## src/rtl/polylut_pkg.sv

```systemverilog
// Shared widths, vector types and the layer0/layer1 combinational networks for polylut_stream.
// The layer functions have the generated networks' port widths and are swapped for the generated logic in the full flow.
package polylut_pkg;

  localparam int POLYLUT_IN_W   = 64;
  localparam int POLYLUT_MID_W  = 128;
  localparam int POLYLUT_OUT_W  = 20;
  localparam int POLYLUT_STAGES = 3;

  typedef logic [POLYLUT_IN_W-1:0]  in_vec_t;
  typedef logic [POLYLUT_MID_W-1:0] mid_vec_t;
  typedef logic [POLYLUT_OUT_W-1:0] out_vec_t;

  localparam logic [63:0] L0_KEY_HI = 64'hA5A5_5A5A_0F0F_F0F0;
  localparam logic [63:0] L0_KEY_LO = 64'h0123_4567_89AB_CDEF;

  function automatic mid_vec_t layer0(input in_vec_t x);
    return {({x[50:0], x[63:51]} ^ L0_KEY_HI), (x ^ L0_KEY_LO)};
  endfunction

  // Folds the 128-bit mid vector into 20 bits, 20-bit chunks from the LSB; top chunk is 8 bits.
  function automatic out_vec_t layer1(input mid_vec_t m);
    return m[19:0] ^ m[39:20] ^ m[59:40] ^ m[79:60] ^ m[99:80] ^ m[119:100]
           ^ {12'h000, m[127:120]};
  endfunction

endpackage

```

## src/rtl/polylut_pipe_stage.sv

```systemverilog
// One valid/ready pipeline stage: valid bit plus an enabled W-bit data register.
// adv is this stage handing its sample downstream this cycle.
module polylut_pipe_stage
#(
  parameter int W = 8
) (
  input  logic         clk,
  input  logic         rst,
  input  logic         flush,
  input  logic         fill,
  input  logic [W-1:0] din,
  input  logic         down_ready,
  output logic         valid,
  output logic [W-1:0] data,
  output logic         adv
);

  assign adv = valid & down_ready;

  always_ff @(posedge clk or posedge rst) begin
    if (rst) begin
      valid <= 1'b0;
      data  <= '0;
    end else begin
      valid <= !flush & (fill | (valid & !adv));
      if (fill) data <= din;
    end
  end

endmodule

```

## src/rtl/polylut_stream.sv

```systemverilog
// Three-stage back-pressurable PolyLUT inference pipeline (input, mid, output registers).
// Optional performance counters are built when POLYLUT_PERF_EN is defined.
module polylut_stream
  import polylut_pkg::*;
#(
  parameter int IN_W  = POLYLUT_IN_W,
  parameter int MID_W = POLYLUT_MID_W,
  parameter int OUT_W = POLYLUT_OUT_W,
  parameter int CNT_W = 32
) (
  input  logic             clk,
  input  logic             rst,
  input  logic             flush,
  input  logic             in_valid,
  output logic             in_ready,
  input  logic [IN_W-1:0]  in_data,
  output logic             out_valid,
  input  logic             out_ready,
  output logic [OUT_W-1:0] out_data,
  output logic [1:0]       in_flight,
  output logic [CNT_W-1:0] perf_accepted,
  output logic [CNT_W-1:0] perf_stalls
);

  generate
    if (IN_W != POLYLUT_IN_W || MID_W != POLYLUT_MID_W || OUT_W != POLYLUT_OUT_W) begin : g_bad_width
      $error("polylut_stream: IN_W/MID_W/OUT_W must be 64/128/20 to match the generated layers");
    end
  endgenerate

  logic             v0, v1, v2;
  logic             adv0, adv1, adv2;
  logic             ready0, ready1, ready2;
  logic             fill0;
  logic [IN_W-1:0]  d0;
  logic [MID_W-1:0] d1, l0_out;
  logic [OUT_W-1:0] d2, l1_out;

  // Ready chain is purely combinational: a full pipe accepts whenever the output drains.
  assign ready2   = !v2 | adv2;
  assign ready1   = !v1 | adv1;
  assign ready0   = !v0 | adv0;
  assign in_ready = !flush & ready0;
  assign fill0    = in_valid & in_ready;

  assign l0_out = layer0(d0);
  assign l1_out = layer1(d1);

  polylut_pipe_stage #(.W(IN_W)) u_s0 (
    .clk(clk), .rst(rst), .flush(flush), .fill(fill0), .din(in_data),
    .down_ready(ready1), .valid(v0), .data(d0), .adv(adv0)
  );

  polylut_pipe_stage #(.W(MID_W)) u_s1 (
    .clk(clk), .rst(rst), .flush(flush), .fill(adv0), .din(l0_out),
    .down_ready(ready2), .valid(v1), .data(d1), .adv(adv1)
  );

  polylut_pipe_stage #(.W(OUT_W)) u_s2 (
    .clk(clk), .rst(rst), .flush(flush), .fill(adv1), .din(l1_out),
    .down_ready(out_ready), .valid(v2), .data(d2), .adv(adv2)
  );

  assign out_valid = v2;
  assign out_data  = d2;
  assign in_flight = {1'b0, v0} + {1'b0, v1} + {1'b0, v2};

`ifdef POLYLUT_PERF_EN
  logic [CNT_W-1:0] acc_q, stall_q;

  // Counters survive flush; only reset clears them.
  always_ff @(posedge clk or posedge rst) begin
    if (rst) begin
      acc_q   <= '0;
      stall_q <= '0;
    end else begin
      if (fill0) acc_q <= acc_q + CNT_W'(1);
      if (v2 & !out_ready) stall_q <= stall_q + CNT_W'(1);
    end
  end

  assign perf_accepted = acc_q;
  assign perf_stalls   = stall_q;
`else
  assign perf_accepted = '0;
  assign perf_stalls   = '0;
`endif

endmodule

```

## config.mk

```make
export PLATFORM = sky130hd
export DESIGN_NAME = polylut_stream
export DESIGN_NICKNAME = d
export VERILOG_FILES = /design/src/rtl/polylut_pkg.sv /design/src/rtl/polylut_pipe_stage.sv /design/src/rtl/polylut_stream.sv
export SDC_FILE = /design/constraint.sdc
export NUM_CORES = 1
export LEC_CHECK = 0
export ABC_AREA = 1
export BUFFER_PORTS_ARGS = -buffer_cell sky130_fd_sc_hd__buf_2
export CORE_MARGIN = 3
export CORE_UTILIZATION = 58
export DETAILED_ROUTE_END_ITERATION = 8
export PLACE_DENSITY = 0.83
export SETUP_SLACK_MARGIN = 0.4
export SYNTH_ARGS = -nofsm -noshare
export SYNTH_HDL_FRONTEND = slang
export SYNTH_HIERARCHICAL = 1
export SYNTH_SLANG_ARGS = --single-unit
```

## constraint.sdc

```tcl
create_clock -name clk -period 6.18 [get_ports clk]
set_clock_uncertainty 0.1 [all_clocks]
set_input_delay 1.545 -clock clk [delete_from_list [all_inputs] [get_ports clk]]
set_output_delay 1.545 -clock clk [all_outputs]
set_load 0.005 [all_outputs]
```

* Word-level counts from Yosys, hierarchy flattened
Index checks and enable logic that the tools add are counted.
** Word-level totals
- Register bits after elaboration :: 215
- Input bits :: 69
- Output and inout port bits :: 88
- Word-level logic and storage cells :: 40
** Operators by class
- Add/subtract/negate cells :: 2
- Bitwise logic cells :: 25
- Reductions and logical operators :: 7
** Operators with widths (count)
- 20-bit bitwise XOR :: 5
- 32-bit NOT :: 2
- 20-bit by 8-bit bitwise XOR with 20-bit output :: 1
- 1-bit AND :: 11
- 1-bit logical NOT :: 7
- 1-bit bitwise OR :: 6
- 1-bit by 1-bit adder with 2-bit output :: 1
- 2-bit by 1-bit adder with 2-bit output :: 1

* Longest topological paths before layout
Gate-level depths: netlist of the first run.
- Depth after elaboration :: 10
- Depth in mapped cells :: 18
- Gate-level depth less buffers :: 16

* Hierarchy
The synthesis of the first run kept the hierarchy.
** By module, submodules not included
- polylut_pipe_stage at u_s1 :: instances 1, cells each 548, area an instance 4938.5 um^2, sequential area each 3228.1 um^2
- polylut_stream :: instances 1, cells each 649, area an instance 2801.4 um^2, sequential area each 0.0 um^2
- polylut_pipe_stage at u_s0 :: instances 1, cells each 278, area an instance 2531.2 um^2, sequential area each 1626.6 um^2
- polylut_pipe_stage at u_s2 :: instances 1, cells each 92, area an instance 815.8 um^2, sequential area each 525.5 um^2

* Worst setup path before layout of the first run
No wires, ideal clock.
- Kind :: input to output
- Start point :: in out_ready
- End point :: out in_ready
- Arrival :: 2.307 ns
- Data required time :: 4.535 ns
- Setup slack :: 2.228 ns
- Stages :: 12
- Path buffers :: 0
- Cells stage by stage :: nand2_1 > inv_1 > inv_1 > nand2_1 > nand2_1 > inv_1 > inv_1 > nand2_1 > nand2_1 > inv_1 > inv_1 > a21oi_1
** On the way
- Word-level cells in the longest chain between the ends :: 7
** RTL lines
- from (decl) :: RTL line polylut_stream.sv:18 : input logic out_ready,
- 1-bit AND :: RTL line polylut_pipe_stage.sv:18 : assign adv = valid & down_ready;
- via adv2 :: RTL line polylut_stream.sv:32 : logic adv0, adv1, adv2;
- 1-bit bitwise OR :: RTL line polylut_stream.sv:40 : assign ready2 = !v2 | adv2;
- via ready2 :: RTL line polylut_stream.sv:33 : logic ready0, ready1, ready2;
- 1-bit AND :: RTL line polylut_pipe_stage.sv:18
- via adv1 :: RTL line polylut_stream.sv:32
- 1-bit bitwise OR :: RTL line polylut_stream.sv:41 : assign ready1 = !v1 | adv1;
- via ready1 :: RTL line polylut_stream.sv:33
- 1-bit AND :: RTL line polylut_pipe_stage.sv:18
- via adv0 :: RTL line polylut_stream.sv:32
- 1-bit bitwise OR :: RTL line polylut_stream.sv:42 : assign ready0 = !v0 | adv0;
- 1-bit AND :: RTL line polylut_stream.sv:43 : assign in_ready = !flush & ready0;
- to (decl) :: RTL line polylut_stream.sv:15 : output logic in_ready,
The timed path passes the listed nets, and every way through them passes these cells.

* Worst setup path after layout of the first run
Ends and elaborated chain as after synthesis.

==> metrics.md, run 1 <==
| Metric | Value |
|---|---|
| Reg2Reg Depth | `15` |
| Mapped Cells | `1567` |
| DR DRC count | `0` |
| CP Data Required Time | `about 4.5 ns` |
| Dpl hpwl | `around 16000 µm` |
| Buffers on Ports | `a little over 90` |
| Synth top area share | `0.485` |
| Arrival time worst endpoint | `about 2.8 ns` |
| Async SR Flop Fraction | `1.00` |
| Post-CTS Setup Inserts | `0` |
| Root buffer cell | `clkbuf_16` |
| Nets | `roughly 1.7k` |
| Critical path type | `in -> out` |
| # fillers | `1577` |
| Synth Warn # | `6` |
| DIE AREA | `0.0208 mm²` |
| Core ar. | `between 0.015 and 0.02 mm²` |
| Clk slew on worst S/H paths | `0.06 ns` |
| Final instance area | `~0.012 mm²` |
| Via-to-Cell Ratio | `4.71` |
| WL per Instance | `between 10 and 15 µm` |
| Synth-to-Final Area Change | `7.88%` |
| Crit path max-delay cell type | `buf_4` |
| Library cells used by synthesis | `17` |
| Grt ovf | `0` |
| Worst Tran Pin Value | `1.13 ns` |
| CTS resizes | `0` |
| Critical path peak fanout | `22` |
| Die X | `between 100 and 150 µm` |
| Crit path cell chain | `buf_2 > nand2_1 > inv_1 > inv_1 > nand2_1 > nand2_1 > inv_1 > buf_4 > inv_1 > nand2_1 > nand2_1 > clkinv_2 > inv_1 > a21oi_1 > buf_2` |
| Ant. Diodes | `0` |
| MaxCap Viol Count | `0` |
| H-tree Lvls | `1` |
| Worst reg-to-reg setup slack | `roughly 3.1 ns` |
| Pwr/cell area | `between 300 and 400 mW/mm²` |
| Share of post-route cells with drive strength above 1 | `0.0909` |
| Initial antenna violation count | `0` |
| Worst-Skew Late Latency | `0.50 ns` |
| # rows | `between 40 and 50` |
| Status | `finished, final reports clean` |
| Synth cell count leaders | `980 x nand2_1, 215 x dfrtp_1, 196 x inv_1` |
| R2r endpoint | `u_s1/data[49]$_DFFE_PP0P_` |
| Number of global-route vias before repair | `8261` |
| Hold_buf cts | `0` |
| Static leakage | `~7.5 nW` |
| Kind of start point of the critical path | `primary input` |
| Initial drt markers | `slightly below 600` |
| CTS Buf Count | `23` |
| Final RePlAce weighted congestion | `between 0.8 and 0.9` |
| Routed vias | `8915` |
| Num ports | `roughly 160` |
| Worst hold path class | `reg -> reg` |
| Ranking of synthesized cells by area | `dfrtp_1 49%, nand2_1 33%, inv_1 6.6%` |
| Drt first pass iters | `5` |
| Unrepaired setup endpoints after global routing | `no` |
| Crit-path leading delay family | `buffers and inverters` |
| Syn_area_per_cell | `7.08 µm²` |
| DRT Wirelength | `23200 µm` |
| Overall routing resource usage | `0.225` |
| WHS Path Cells | `2` |
| CP peak stage delay | `between 0.2 and 0.3 ns` |
| Slew Limit Headroom | `0.247` |
| Hold_sp | `u_s2/data[14]$_DFFE_PP0P_` |
| Worst r2r src | `u_s2/valid$_DFF_PP0_` |
| Setup TNS | `0 ns` |
| First-pass GRT wire length | `around 38000 µm` |
| CTS Sinks | `between 200 and 250` |
| Buf/Inv on CP | `9` |
| Synth area leader | `dfrtp_1` |
| WHS Endpoint | `u_s2/data[14]$_DFFE_PP0P_` |
| Fin crit period | `approximately 4.4 ns` |
| Largest net degree at the start of global routing | `100` |
| Crit end category | `primary output` |
| FF+latch count, synth | `approximately 220` |
| Top_reg_cell synth | `dfrtp_1` |
| Seq/Total Area, Yosys | `0.485` |
| Max Buffers Root-to-Sink | `3` |
| CTS tree | `done` |
| DRT antenna net count | `0` |
| Die H | `approximately 140 µm` |
| Most common cell in the netlist | `nand2_1` |
| Tcrit/Tclk final | `0.719` |
| Final Core Density | `0.650` |
| Final setup viols | `0` |
| Worst setup startpoint | `out_ready` |
| Post-synth EDFFs | `0` |
| Fin. Hold Viols | `0` |
| Mapped cell area | `0.0111 mm²` |
| Initial Util | `0.603` |
| Fmax | `approximately 220 MHz` |
| Placed inst area | `~0.011 mm²` |
| Slew Limit Fails | `0` |
| Worst vdd ir | `approximately 0.00023 V` |
-- stage by stage --
stage	std cells	worst slack (ns)	hold slack [ns]	power, mW
floorplan	1630	1.09	0.342	2.79
global placement	1849	1.76	0.350	3.01
detailed placement	1849	1.75	0.355	3.08
CTS	1891	1.74	0.369	4.43
global route	1891	1.54	0.389	4.72
finish	1891	1.73	0.366	4.39
-- placed cells by master (no fill, tap or decap), types with 6 or more instances in the layout --
cell	synthesis	layout
dfrtp_1	215	215
conb_1	1	64
clkbuf_1	1	6
nand2_2	8	8
nor2_1	16	16
xor2_1	12	12
buf_4	82	8
clkbuf_16	0	23
inv_1	196	193
clkbuf_8	2	8
nand2_1	980	980
buf_2	2	92
nand3_1	20	20
-- area by class of cell --
cell class,instances,area (µm²),share of cell area
inverter,199,752,0.0629
clock inverter,5,31.3,0.00262
tap,229,287,0.0240
clock buffer,37,708,0.0592
sequential,215,5380,0.450
multi-input combinational,1106,4280,0.358
timing repair buffer,100,520,0.0435
-- worst register-to-register path, delay by kind of cell, from the launching register on --
kind,cells,cell delay (ns)
buffers and inverters,8,1.70
AND/OR/NAND/NOR,7,0.69
flip-flops,1,0.51
-- report_power, final --
group / switching, mW / internal, mW / total [mW]
clock: 0.542 / 0.783 / 1.32
sequential: 0.247 / 1.72 / 1.97
combinational: 0.688 / 0.409 / 1.10
total: 1.48 / 2.91 / 4.39
-- cell families (layout without fill, tap and decap cells) --
family,count (synthesis),count (layout),synth area share
and+or+nand+nor,1025,1025,0.351
buffers and inverters,309,341,0.150
DFF,215,215,0.485
xor gates and xnor gates,12,12,0.00948
AOI/OAI and AO/OA,4,4,0.00181
adders and majority gates,1,1,0.00181
other,1,64,0.000338
-- per-layer routing --
| layer | share of wire | track usage | wire (µm) | vias to the layer above |
|---|---|---|---|---|
| met2 | 0.48 | 0.382 | 11100 | 205 |
| met4 | 0.017 | 0.0466 | 389 | 0 |
| met1 | 0.46 | 0.314 | 10600 | 4124 |
| met5 | 0 | 0 | 0 | - |
| met3 | 0.049 | 0.0321 | 1140 | 30 |
| li1 | - | - | - | 4556 |
-- flip-flops by register name, summed over array words and instances, names as in the netlist --
signal and flops:
u_s1/valid 1, u_s2/valid 1, u_s0/data 64, u_s2/data 20, u_s0/valid 1, u_s1/data 128
-- worst max-delay path by stage --
stage / end / slack [ns] / depth (start not counted)
2_1_floorplan: u_s1/data[0]$_DFFE_PP0P_ / 1.09 / 1
3_3_place_gp: in_ready / 1.76 / 15
3_5_place_dp: in_ready / 1.75 / 15
4_1_cts: in_ready / 1.74 / 15
5_1_grt: in_ready / 1.54 / 15
6_report: in_ready / 1.73 / 15
No activity file was read; power rests on OpenSTA's default activity.
==> run 2: changes to the inputs <==
--- a/config.mk
+++ b/config.mk
@@ -5,7 +5,7 @@
 export SDC_FILE = /design/constraint.sdc
 export NUM_CORES = 1
 export LEC_CHECK = 0
-export ABC_AREA = 1
+export ABC_AREA = 0
 export BUFFER_PORTS_ARGS = -buffer_cell sky130_fd_sc_hd__buf_2
 export CORE_MARGIN = 3
 export CORE_UTILIZATION = 58
==> constraint.sdc (replaced) <==
create_clock -name clk -period 4.2 [get_ports clk]
set_clock_uncertainty 0.1 [all_clocks]
set_input_delay 1.05 -clock clk [delete_from_list [all_inputs] [get_ports clk]]
set_output_delay 1.05 -clock clk [all_outputs]
set_load 0.005 [all_outputs]
==> metrics.md, run 2 <==
| Metric | Value |
|---|---|
| Status | `finished, final reports clean` |
| Max reg flops | `128` |
| H-tree Lvls | `1` |
| Worst vdd ir | `between 0.0003 and 0.0004 V` |
| Core ar. | `~0.017 mm²` |
| Regs by FF count | `u_s1/data: 128 flops, u_s0/data: 64 flops, u_s2/data: 20 flops` |
| WHS Path Cells | `1` |
| Commonest cells after routing, fill and taps aside | `215 x dfrtp_1, 144 x mux2_2, 92 x buf_2` |
| # fillers | `around 1.2k` |
| Initial Util | `0.601` |
| Slew Limit Fails | `0` |
| Library cells used by synthesis | `15` |
| CTS Sinks | `about 220` |
| Post-CTS Setup Inserts | `0` |
| Finished Layout Cells | `1003` |
| Mapped cell area | `0.0101 mm²` |
| Routed vias | `between 5k and 6k` |
| WL per Instance | `17.9 µm` |
| Die H | `between 100 and 150 µm` |
| Arrival time worst endpoint | `2.20 ns` |
| Pwr/cell area | `around 660 mW/mm²` |
| Largest net degree at the start of global routing | `130` |
| Overall routing resource usage | `0.192` |
| Grt ovf | `0` |
| Synth area leader | `dfrtp_1` |
| DR DRC count | `0` |
| Critical path type | `in -> out` |
| Via-to-Cell Ratio | `5.03` |
| DRT Wirelength | `18000 µm` |
| Syn_area_per_cell | `between 15 and 20 µm²` |
| Final setup viols | `0` |
| Final Core Density | `0.670` |
| Reg2Reg Depth | `9` |
| First-pass GRT wire length | `29900 µm` |
| Final worst slack | `0.846 ns` |
| Critical path peak fanout | `2` |
| Root buffer cell | `clkbuf_16` |
| Synth-to-Final Area Change | `11.4%` |
| Final RePlAce weighted congestion | `0.750` |
| Async SR Flop Fraction | `1.00` |
| Most common cell after layout, fill and taps aside | `dfrtp_1` |
| DRT antenna net count | `0` |
| Unrepaired setup endpoints after global routing | `no` |
| Clk slew on worst S/H paths | `approximately 0.06 ns` |
| Synth Warn # | `6` |
| Hold_buf cts | `0` |
| MaxCap Viol Count | `0` |
| Max Buffers Root-to-Sink | `3` |
| Drt first pass iters | `4` |
| Mapped Cells | `665` |
| Number of global-route vias before repair | `~5.6k` |
| Num ports | `157` |
| Most common cell in the netlist | `dfrtp_1` |
| Top_reg_cell synth | `dfrtp_1` |
| Share of post-route cells with drive strength above 1 | `0.451` |
| Placed cells | `just under 1k` |
| Worst-Skew Late Latency | `between 0.4 and 0.5 ns` |
| FF+latch count, synth | `215` |
| Largest reg by FF count | `u_s1/data` |
| CTS tree | `done` |
| Fmax | `just under 300 MHz` |
| # rows | `47` |
| Dpl hpwl | `around 13000 µm` |
| Crit end category | `primary output` |
| Die X | `around 140 µm` |
| Seq/Total Area, Yosys | `0.530` |
| CTS Buf Count | `22` |
| Setup TNS | `0 ns` |
| Static leakage | `roughly 5.4 nW` |
| Initial drt markers | `between 200 and 250` |
| Buffers on Ports | `92` |
| Ant. Diodes | `0` |
| CP Data Required Time | `about 3.1 ns` |
| Initial antenna violation count | `0` |
| Post-synth EDFFs | `0` |
| Crit path cell chain | `buf_2 > and2_1 > nand2b_1 > and2_1 > nand2b_1 > and2_4 > inv_1 > a21oi_1 > buf_2` |
| Fin crit period | `roughly 3.4 ns` |
| Crit path max-delay cell type | `and2_1` |
| Slew Limit Headroom | `0.240` |
| Worst Tran Pin Value | `1.14 ns` |
| Dpl ws | `0.859 ns` |
| CTS resizes | `0` |
| Ranking of synthesized cells by area | `dfrtp_1 53%, mux2_2 16%, mux2_4 10%` |
| Worst hold path class | `reg -> reg` |
| Synth top area share | `0.530` |
| Fin. Hold Viols | `0` |
| Synth cell count leaders | `215 x dfrtp_1, 144 x mux2_2, 68 x mux2_4` |
| Tcrit/Tclk final | `0.799` |
| Nets | `between 800 and 900` |
| DIE AREA | `between 0.015 and 0.02 mm²` |
| Kind of start point of the critical path | `primary input` |
| CP peak stage delay | `between 0.15 and 0.2 ns` |
-- run 2: cell count changes after synthesis, moves of 18 or more --
cell	change
nand3_1	-20
nand2_1	-980
inv_1	-140
mux2_2	+144
mux2_4	+68
buf_4	-18
xnor3_1	+28
xnor2_1	+52
-- run 2: where the power goes --
part / switching, mW / internal (mW) / total [mW] / leakage (nW)
Combinational: 0.733 / 1.62 / 2.35 / 2.53
Clock: 0.762 / 1.18 / 1.95 / 0.366
Sequential: 0.432 / 2.69 / 3.12 / 2.54
Total: 1.93 / 5.49 / 7.42 / 5.44
-- run 2: path summary, 6_finish.rpt --
check,from,end,slack [ns]
max reg2reg,u_s2/valid$_DFF_PP0_,u_s0/data[3]$_DFFE_PP0P_,1.52
max in group asynchronous,rst,u_s0/data[22]$_DFFE_PP0P_,2.50
min,u_s2/data[9]$_DFFE_PP0P_,u_s2/data[9]$_DFFE_PP0P_,0.40
min reg2reg,u_s2/data[9]$_DFFE_PP0P_,u_s2/data[9]$_DFFE_PP0P_,0.40
min in group asynchronous,rst,u_s1/data[72]$_DFFE_PP0P_,0.61
max,out_ready,in_ready,0.85
-- run 2: kinds of logic after synthesis --
group / synth area share
DFF: 0.530
and+or+nand+nor: 0.00493
other: 0.000370
muxes: 0.260
AOI/OAI and AO/OA: 0.00271
buffers and inverters: 0.0924
xor gates and xnor gates: 0.107
adders and majority gates: 0.00197
-- run 2: layout make-up --
| cell class | count | area (µm²) | share of cell area |
|---|---|---|---|
| sequential | 215 | 5380 | 0.476 |
| multi-input combinational | 370 | 4080 | 0.361 |
| clock buffer | 35 | 691 | 0.0611 |
| timing repair buffer | 103 | 618 | 0.0547 |
| tap | 220 | 275 | 0.0243 |
| inverter | 56 | 214 | 0.0189 |
| clock inverter | 4 | 45.0 | 0.00398 |
-- run 2: critical path: cells and delay by family --
family / cells / cell delay, ns
AO/OA/AOI/OAI: 1 / 0.08
buffers and inverters: 3 / 0.36
AND/OR/NAND/NOR: 5 / 0.73
-- run 2: stage by stage --
| stage | hold WS (ns) | instance area (µm²) | total power, mW |
|---|---|---|---|
| after global placement | 0.389 | 10600 | 5.42 |
| after global routing | 0.428 | 11300 | 7.83 |
| after CTS | 0.404 | 11300 | 7.52 |
| after floorplan | 0.381 | 10400 | 4.99 |
| final | 0.404 | 11300 | 7.42 |
| after detailed placement | 0.389 | 10600 | 5.54 |
-- run 2: per-layer routing --
metal | vias to the layer above | routed length [µm] | track usage
met3 | 35 | 848 | 0.0318
met1 | 2582 | 7360 | 0.250
li1 | 2290 | - | -
met4 | 0 | 379 | 0.0489
met2 | 135 | 9380 | 0.338
met5 | - | 0 | 0
